`src/rtl/inst_boot_loader.sv`:
```
// Boot loader: receives a framed byte image, writes 32-bit words to
// instruction memory and holds cpu_rst until the image checksum is verified.
//
// Ports:
//   clk, rst             clock and synchronous active-high reset
//   in_valid/in_data     byte stream in; in_ready = byte accepted
//   mem_we/addr/wdata    instruction-memory write port (one-cycle pulses)
//   cpu_rst              CPU reset, low only while a verified image runs
//   done                 verified image running
//   err                  sticky error (bad length or checksum)
module inst_boot_loader #(
  parameter int ADDR_W      = 10,
  parameter int MAX_WORDS   = 1024,
  parameter int RELEASE_DLY = 4
) (
  input  logic              clk,
  input  logic              rst,
  input  logic              in_valid,
  input  logic [7:0]        in_data,
  output logic              in_ready,
  output logic              mem_we,
  output logic [ADDR_W-1:0] mem_addr,
  output logic [31:0]       mem_wdata,
  output logic              cpu_rst,
  output logic              done,
  output logic              err
);

  typedef enum logic [2:0] {
    IDLE, LEN_HI, LEN_LO, DATA, CSUM, RELEASE, RUN
  } state_t;

  localparam int DW = (RELEASE_DLY > 1) ? $clog2(RELEASE_DLY) : 1;
  localparam logic [16:0]   MAX_N    = 17'(MAX_WORDS);
  localparam logic [DW-1:0] DLY_LAST = DW'(RELEASE_DLY - 1);
  localparam logic [7:0]    SYNC     = 8'hA5;

  state_t            state, state_nxt;
  logic [7:0]        len_hi, len_hi_nxt;
  logic [15:0]       words_left, words_left_nxt;
  logic [1:0]        bcnt, bcnt_nxt;
  logic [23:0]       shreg, shreg_nxt;
  logic [7:0]        csum, csum_nxt;
  logic [ADDR_W-1:0] waddr, waddr_nxt;
  logic [DW-1:0]     dly, dly_nxt;
  logic              we_nxt;
  logic [ADDR_W-1:0] addr_nxt;
  logic [31:0]       wdata_nxt;
  logic              err_nxt;
  logic              acc;
  logic [15:0]       n_rx;

  assign in_ready = !rst && (state != RELEASE);
  assign acc      = in_valid && in_ready;
  assign n_rx     = {len_hi, in_data};
  assign cpu_rst  = (state != RUN);
  assign done     = (state == RUN);

  always_comb begin
    state_nxt      = state;
    len_hi_nxt     = len_hi;
    words_left_nxt = words_left;
    bcnt_nxt       = bcnt;
    shreg_nxt      = shreg;
    csum_nxt       = csum;
    waddr_nxt      = waddr;
    dly_nxt        = dly;
    we_nxt         = 1'b0;
    addr_nxt       = mem_addr;
    wdata_nxt      = mem_wdata;
    err_nxt        = err;
    unique case (state)
      IDLE, RUN: begin
        if (acc && in_data == SYNC) begin
          state_nxt = LEN_HI;
          err_nxt   = 1'b0;
          csum_nxt  = 8'h00;
          bcnt_nxt  = 2'd0;
        end
      end
      LEN_HI: begin
        if (acc) begin
          len_hi_nxt = in_data;
          state_nxt  = LEN_LO;
        end
      end
      LEN_LO: begin
        if (acc) begin
          words_left_nxt = n_rx;
          if ({1'b0, n_rx} > MAX_N) begin
            state_nxt = IDLE;
            err_nxt   = 1'b1;
          end else if (n_rx == 16'd0) begin
            state_nxt = CSUM;
          end else begin
            state_nxt = DATA;
            waddr_nxt = '0;
            bcnt_nxt  = 2'd0;
          end
        end
      end
      DATA: begin
        if (acc) begin
          csum_nxt  = csum ^ in_data;
          shreg_nxt = {shreg[15:0], in_data};
          bcnt_nxt  = bcnt + 2'd1;
          if (bcnt == 2'd3) begin
            we_nxt         = 1'b1;
            addr_nxt       = waddr;
            wdata_nxt      = {shreg, in_data};
            waddr_nxt      = waddr + ADDR_W'(1);
            words_left_nxt = words_left - 16'd1;
            if (words_left == 16'd1) state_nxt = CSUM;
          end
        end
      end
      CSUM: begin
        if (acc) begin
          if (in_data == csum) begin
            state_nxt = RELEASE;
            dly_nxt   = '0;
          end else begin
            state_nxt = IDLE;
            err_nxt   = 1'b1;
          end
        end
      end
      RELEASE: begin
        if (dly == DLY_LAST) state_nxt = RUN;
        else dly_nxt = dly + DW'(1);
      end
      default: state_nxt = IDLE;
    endcase
  end

  always_ff @(posedge clk) begin
    if (rst) begin
      state      <= IDLE;
      len_hi     <= 8'h00;
      words_left <= 16'd0;
      bcnt       <= 2'd0;
      shreg      <= 24'd0;
      csum       <= 8'h00;
      waddr      <= '0;
      dly        <= '0;
      mem_we     <= 1'b0;
      mem_addr   <= '0;
      mem_wdata  <= 32'd0;
      err        <= 1'b0;
    end else begin
      state      <= state_nxt;
      len_hi     <= len_hi_nxt;
      words_left <= words_left_nxt;
      bcnt       <= bcnt_nxt;
      shreg      <= shreg_nxt;
      csum       <= csum_nxt;
      waddr      <= waddr_nxt;
      dly        <= dly_nxt;
      mem_we     <= we_nxt;
      mem_addr   <= addr_nxt;
      mem_wdata  <= wdata_nxt;
      err        <= err_nxt;
    end
  end

endmodule

```
`config.mk`:
```
export PLATFORM = sky130hd
export DESIGN_NAME = inst_boot_loader
export DESIGN_NICKNAME = d
export VERILOG_FILES = /design/src/rtl/inst_boot_loader.sv
export SDC_FILE = /design/constraint.sdc
export NUM_CORES = 1
export LEC_CHECK = 0
export ABC_AREA = 1
export ABC_CLOCK_PERIOD_IN_PS = 1800
export CELL_PAD_IN_SITES_DETAIL_PLACEMENT = 1
export CELL_PAD_IN_SITES_GLOBAL_PLACEMENT = 1
export CORE_MARGIN = 10
export CORE_UTILIZATION = 37
export DETAILED_ROUTE_END_ITERATION = 6
export GPL_ROUTABILITY_DRIVEN = 0
export PLACE_DENSITY_LB_ADDON = 0.1
export SYNTH_ARGS = -nofsm -noshare
export SYNTH_HDL_FRONTEND = slang
export SYNTH_SLANG_ARGS = --single-unit
```
`constraint.sdc`:
```
create_clock -name clk -period 1.8 [get_ports clk]
set_input_delay 0.45 -clock clk [delete_from_list [all_inputs] [get_ports clk]]
set_output_delay 0.45 -clock clk [all_outputs]
set_load 0.005 [all_outputs]
```
Yosys cells after proc, flatten, opt, wreduce, memory -nomap -nowiden

Cells that the tools add are included.

Add/sub/neg operators: 4
Order comparisons: 1
Equal/unequal tests: 27
Muxes and demuxes: 42
Bitwise gates (word level): 3
Reduce and logical (&&, ||, !) cells: 23

Operators with widths:

| cell                                                                               | count |
|---|---|
| 10-bit two-way mux                                                                 | 5 |
| 16-bit two-way mux                                                                 | 3 |
| 3-bit two-way mux                                                                  | 11 |
| 16-bit one-hot mux with 2 select lines                                             | 1 |
| 2-bit inequality test (second input constant)                                      | 14 |
| 10-bit one-hot mux with 2 select lines                                             | 1 |
| 3-bit one-hot mux with 6 select lines                                              | 1 |
| 6-bit AND reduction                                                                | 3 |
| 16-bit by 1-bit equality test with 1-bit output (second input constant)            | 1 |
| 16-bit by 11-bit greater-than comparator with 1-bit output (second input constant) | 1 |
| 16-bit zero test                                                                   | 1 |
| 2-bit two-way mux                                                                  | 8 |
| 8-bit two-way mux                                                                  | 2 |
| 8-bit one-hot mux with 2 select lines                                              | 1 |
| 16-bit by 1-bit subtractor with 16-bit output (second input constant)              | 1 |
| 10-bit by 1-bit adder with 10-bit output (second input constant)                   | 1 |
| 3-bit equality test (second input constant)                                        | 3 |
| 8-bit equality test                                                                | 1 |
| 8-bit equality test (second input constant)                                        | 1 |
| 4-bit AND reduction                                                                | 2 |
| 8-bit AND reduction                                                                | 1 |
| 8-bit XOR                                                                          | 1 |
| 3-bit by 2-bit equality test with 1-bit output (second input constant)             | 2 |
| 1-bit two-way mux                                                                  | 6 |
| 17 further kinds                                                                   | 28 |

Bits in registers: 117
Input bits: 11
Output and inout bits: 47
Logic and storage cells: 112

Logic depth before layout (Yosys ltp)

Word-level depth: 6
Depth in mapped cells: 12
Depth with buffers taken out: 12

Worst setup path after synthesis

OpenSTA, ideal clock, no wires.

Path kind: input to register
From: input port rst
To: register mem_wdata[15]
Library setup time: 0.116 ns
Arrival: 1.650 ns
Data required time: 1.684 ns
Setup slack: 0.034 ns
Stages: 10
Buffers on the path: 3
Cells stage by stage: buf_4 -> clkinv_1 -> nand3_4 -> nor2_8 -> inv_2 -> nor2_8 -> buf_6 -> buf_6 -> o21ai_0 -> nor2_1

Longest elaborated chain between the ends: 4

RTL lines:

| what                          | line | text |
|---|---|---|
| start, declared               | 17   | `input logic rst,` |
| 1-bit zero test               | 53   | `assign in_ready = !rst && (state != RELEASE);` |
| 1-bit logical AND             | 53   |  |
| 1-bit logical AND             | 54   | `assign acc = in_valid && in_ready;` |
| 3-bit AND reduction (no line) | -    |  |
| end signal, assigned          | 161  | `mem_wdata <= wdata_nxt;` |
| end, declared                 | 23   | `output logic [31:0] mem_wdata,` |

Several ways; a longest one is shown, not always the timed one.
A chain may end at the register's enable or synchronous reset.

Worst setup path in the final report

From: register state[1]
To: output port in_ready

Longest elaborated chain between the ends: 2

RTL lines:

| what                   | line | text |
|---|---|---|
| start, declared        | 38   | `state_t state, state_nxt;` |
| start signal, assigned | 151  | `state <= state_nxt;` |
| 3-bit inequality test  | 53   |  |
| 1-bit logical AND      | 53   |  |
| end, declared          | 20   | `output logic in_ready,` |

No other way between the ends.

==> impl_metrics.py <==
metrics = {
    "clocking": {
        "cts-buffers-inserted": 17,
        "clk_pin_slew_worst_paths_ns": 0.06,
        "worstSkewPairLatency_ns": 0.42,
        "cts_hold_repair.buffers": 0,
        "cts_sinks": 117,
        "tritoncts": "built",
        "ctsRootBufferMaster": "sky130_fd_sc_hd__clkbuf_16",
        "clock_path_buffers": 2,
        "ctsHtreeMaxLevel": 4,
    },
    "setup_path": {
        "start_kind": "register",
        "critPathArrivalTime_ns": 1.30,
        "cp_required_ns": 1.35,
        "cp_top_family": "flip-flops",
        "crit_path_cell_trace": "inv_4 > nand3_4 > nand2_2 > inv_1 > clkdlybuf4s15_1",
        "highest_fanout_seen_on_the_critical_path": 4,
        "critical_path.n_buffers_inverters": 3,
        "cpPeakStageDelay_ns": 0.35,
        "critical_path.slowest_cell": "sky130_fd_sc_hd__dfxtp_4",
        "end_kind": "primary output",
        "path_class": "reg -> out",
    },
    "grt": {
        "grt_overflow_total": 0,
        "number_of_antenna_violations_at_the_first_check_in_global_routing": 0,
        "grt_first_pass_wirelength_microns": 29100,
        "grt_pass1_vias": 5895,
        "pin_count_of_the_biggest_net_entering_global_routing": 72,
        "grt_usage": 0.179,
    },
    "yosys": {
        "synth-edff-count": 0,
        "netlist.top_cell.by_area": "sky130_fd_sc_hd__dfxtp_1",
        "asyncSetResetFlopFracSynth": 0,
        "synthMuxAreaShare": 0,
        "synth_area_per_cell_sq_um": 7.03,
        "synth_top_family_by_area": "simple AND/OR/NAND/NOR gates",
        "synth_cells": 764,
        "share_of_the_synthesized_area_in_compound_gates_ao_oa_aoi_oai": 0.179,
        "synth_top_flop_cell": "sky130_fd_sc_hd__dfxtp_1",
        "yosys_warnings": 0,
        "synth-xor-area-share": 0.0179,
        "netlist.area_leader.share": 0.436,
        "mappedNetlistNets": 780,
        "post_synth_num_cell_types": 35,
        "number_of_storage_elements_in_the_synthesis_netlist": 117,
        "yosys.area_share.adder": 0.0116,
        "synth-seq-area-share": 0.436,
        "main_area_contributors_after_synthesis": "sky130_fd_sc_hd__dfxtp_1 (44%), sky130_fd_sc_hd__nor2_1 (13%), sky130_fd_sc_hd__nand2_1 (9.7%), sky130_fd_sc_hd__o21ai_0 (7.8%), sky130_fd_sc_hd__a21oi_1 (6.3%)",
        "syn_area_sq_um": 5370,
        "synth_simple_gate_area_frac": 0.283,
    },
    "power_and_ir_drop": {
        "netSwitchingPower_uw": 2280,
        "relative_contribution_of_the_clock_network_to_total_power": 0.438,
        "power.switching_fraction": 0.302,
        "static-leakage-power_uw": 0.00315,
        "comb_power_frac": 0.188,
        "vdd_ir_drop_max_uv": 863,
        "internal_power_uw": 5260,
        "seq_power_share": 0.375,
        "power.density_nw_per_um2": 1030,
    },
    "floorplan": {
        "std_cell_rows": 43,
        "fp.coreArea_sq_um": 14000,
        "ios": 58,
        "die_h_microns": 141,
        "floorplan.initialDensity": 0.383,
        "die_area_sq_um": 19700,
        "chipWidth_microns": 141,
    },
    "run": {
        "maxCapViolCount": 0,
    },
    "timing": {
        "slew_viol_final": 0,
        "finalWorstSetupSlack_ns": 0.0521,
        "maximum_clock_frequency_mhz": 572,
        "finalCriticalPeriod_ns": 1.75,
        "timing.final.crit_share": 0.971,
        "grt_setup_unrepaired": "yes",
        "fin_hold_ws_ns": 0.465,
        "worst_margin_pin_slew_ns": 0.671,
        "setup_viol": 0,
        "skew_ns": 0.00888,
        "slew_headroom": 0.553,
        "finalHoldViolCount": 0,
    },
    "route": {
        "drt_drc_violations_left": 0,
        "firstDrtPassIters": 4,
        "routed_wirelength_microns": 18500,
        "post_drt_via_cell_ratio": 5.20,
        "dr.first_iter.drc_count": 184,
        "route.vias.total": 5519,
        "wl_per_cell_microns": 17.4,
        "drt.antenna.violating_nets": 0,
    },
    "layout": {
        "area_growth_pct": 36.5,
        "final_net_count": 885,
        "drive_above_1_share": 0.172,
        "fill_cells": 1748,
        "post-route-cell-area_sq_um": 7330,
        "num_antenna_cells": 0,
    },
    "placement": {
        "place.detailed.hpwl_microns": 12300,
        "dpl_worst_slack_ns": -0.540,
        "port-buffer-count": 57,
        "placed_cell_area_sq_um": 6460,
    },
    "outcome": {
        "run_status": "completed",
    },
    "worst_hold_path": {
        "min_path_type": "reg -> reg",
    },
}
==> final cells by class <==
cell class,count,area [sq um],share of cell area
clock inverters,12,121,0.0166
multi-input cells,557,2790,0.380
flip-flops and latches,117,2350,0.321
inverters,57,229,0.0312
clock buffers,20,457,0.0623
repair buffers,119,1160,0.159
well taps,180,225,0.0307
==> power by group through the flow <==
stage	clock, uW	combinational (uW)	sequential [uW]
3_5_place_dp	0	1290	2860
5_1_grt	3490	1590	2840
4_1_cts	3360	1330	2820
2_1_floorplan	0	787	2830
3_3_place_gp	0	1230	2850
6_report	3300	1420	2820
==> placed cells by master (no fill, tap or decap), types with 4 or more instances in the layout <==
cell type                         instances
sky130_fd_sc_hd__nor2_1                 169
sky130_fd_sc_hd__nand2_1                133
sky130_fd_sc_hd__dfxtp_1                113
sky130_fd_sc_hd__o21ai_0                 76
sky130_fd_sc_hd__a21oi_1                 67
sky130_fd_sc_hd__buf_4                   52
sky130_fd_sc_hd__inv_1                   47
sky130_fd_sc_hd__clkdlybuf4s50_1         45
sky130_fd_sc_hd__nand3_1                 19
sky130_fd_sc_hd__clkbuf_16               19
sky130_fd_sc_hd__o21ai_1                  9
sky130_fd_sc_hd__dlymetal6s2s_1           8
sky130_fd_sc_hd__nor2_4                   7
sky130_fd_sc_hd__a211oi_2                 7
sky130_fd_sc_hd__nor2_2                   7
sky130_fd_sc_hd__nand2_2                  5
sky130_fd_sc_hd__xor2_1                   5
sky130_fd_sc_hd__xnor2_1                  5
sky130_fd_sc_hd__ha_1                     5
sky130_fd_sc_hd__buf_12                   5
sky130_fd_sc_hd__inv_4                    4
sky130_fd_sc_hd__inv_2                    4
sky130_fd_sc_hd__inv_6                    4
sky130_fd_sc_hd__a211oi_1                 4
sky130_fd_sc_hd__nor3_1                   4
sky130_fd_sc_hd__o211ai_1                 4
sky130_fd_sc_hd__clkinv_4                 4
sky130_fd_sc_hd__clkinvlp_4               4
==> flip-flops by register name, summed over array words and instances (netlist names), 3 cells and up <==
name	count
csum	8
len_hi	8
mem_addr	10
mem_wdata	32
shreg	24
state	3
waddr	10
words_left	16
==> kinds of logic (layout without fill, tap and decap cells) <==
logic type,Yosys count,count (layout)
simple gates,364,365
fa+ha+maj,5,5
xor+xnor,11,11
flops,117,117
compound gates,176,176
buf+inv,91,208
==> cell usage after synthesis, drive strengths merged, types with 2 or more instances <==
library cell / number
o211ai: 4
dfxtp: 117
nor2: 185
o21ai: 88
nand3b: 2
nand3: 25
xor2: 5
clkbuf: 19
inv: 56
a31oi: 2
nor3b: 2
nand4: 3
o22ai: 2
or2: 2
a211oi: 11
nand2: 139
buf: 15
nor3: 6
ha: 5
a21oi: 68
xnor2: 6
==> what timing repair did <==
item | 4_1_cts | 5_1_grt
pin swaps | 4 | 8
gates cloned | 1 | 3
buffers inserted | 3 | 1
endpoints found under the setup margin | 23 | 54
resized for setup | 26 | 46
==> worst reg2reg max path: stages (launching register included) <==
cell and delay (ns):
sky130_fd_sc_hd__dfxtp_2 0.33, sky130_fd_sc_hd__buf_6 0.13, sky130_fd_sc_hd__nor2_4 0.10, sky130_fd_sc_hd__inv_4 0.07, sky130_fd_sc_hd__nor2_8 0.10, sky130_fd_sc_hd__inv_4 0.06
sky130_fd_sc_hd__nor2_8 0.09, sky130_fd_sc_hd__inv_2 0.07, sky130_fd_sc_hd__nor2_8 0.20, sky130_fd_sc_hd__buf_12 0.15, sky130_fd_sc_hd__clkbuf_16 0.15, sky130_fd_sc_hd__nor2_1 0.05
sky130_fd_sc_hd__a211oi_2 0.13
==> metal layers <==
layer	global-route usage	share of wire	vias up
li1	-	-	2693
met1	0.203	0.44	2703
met2	0.312	0.50	91
met3	0.0487	0.039	32
met4	0.0690	0.021	0
met5	0	0	-
==> per-stage QoR <==
stage	instances	total power, uW	TNS [ns]	util
4_1_cts	1058	7510	0	0.507
6_report	1062	7540	0	0.522
3_5_place_dp	1023	4150	-30.77	0.460
5_1_grt	1062	7920	-0.100	0.522
2_1_floorplan	764	3620	0	-
3_3_place_gp	1023	4080	-27.67	0.460
==> worst paths after layout <==
check	from	to	slack, ns	depth (start not counted)
min	shreg[21]$_SDFFE_PP0N_	shreg[21]$_SDFFE_PP0N_	0.46	2
max	state[1]$_SDFFE_PP0P_	in_ready	0.05	5
max reg2reg	state[2]$_SDFFE_PP0P_	mem_wdata[1]$_SDFFE_PP0P_	0.09	12
min reg2reg	shreg[21]$_SDFFE_PP0N_	shreg[21]$_SDFFE_PP0N_	0.46	2
No activity file was read; power rests on OpenSTA's default activity.
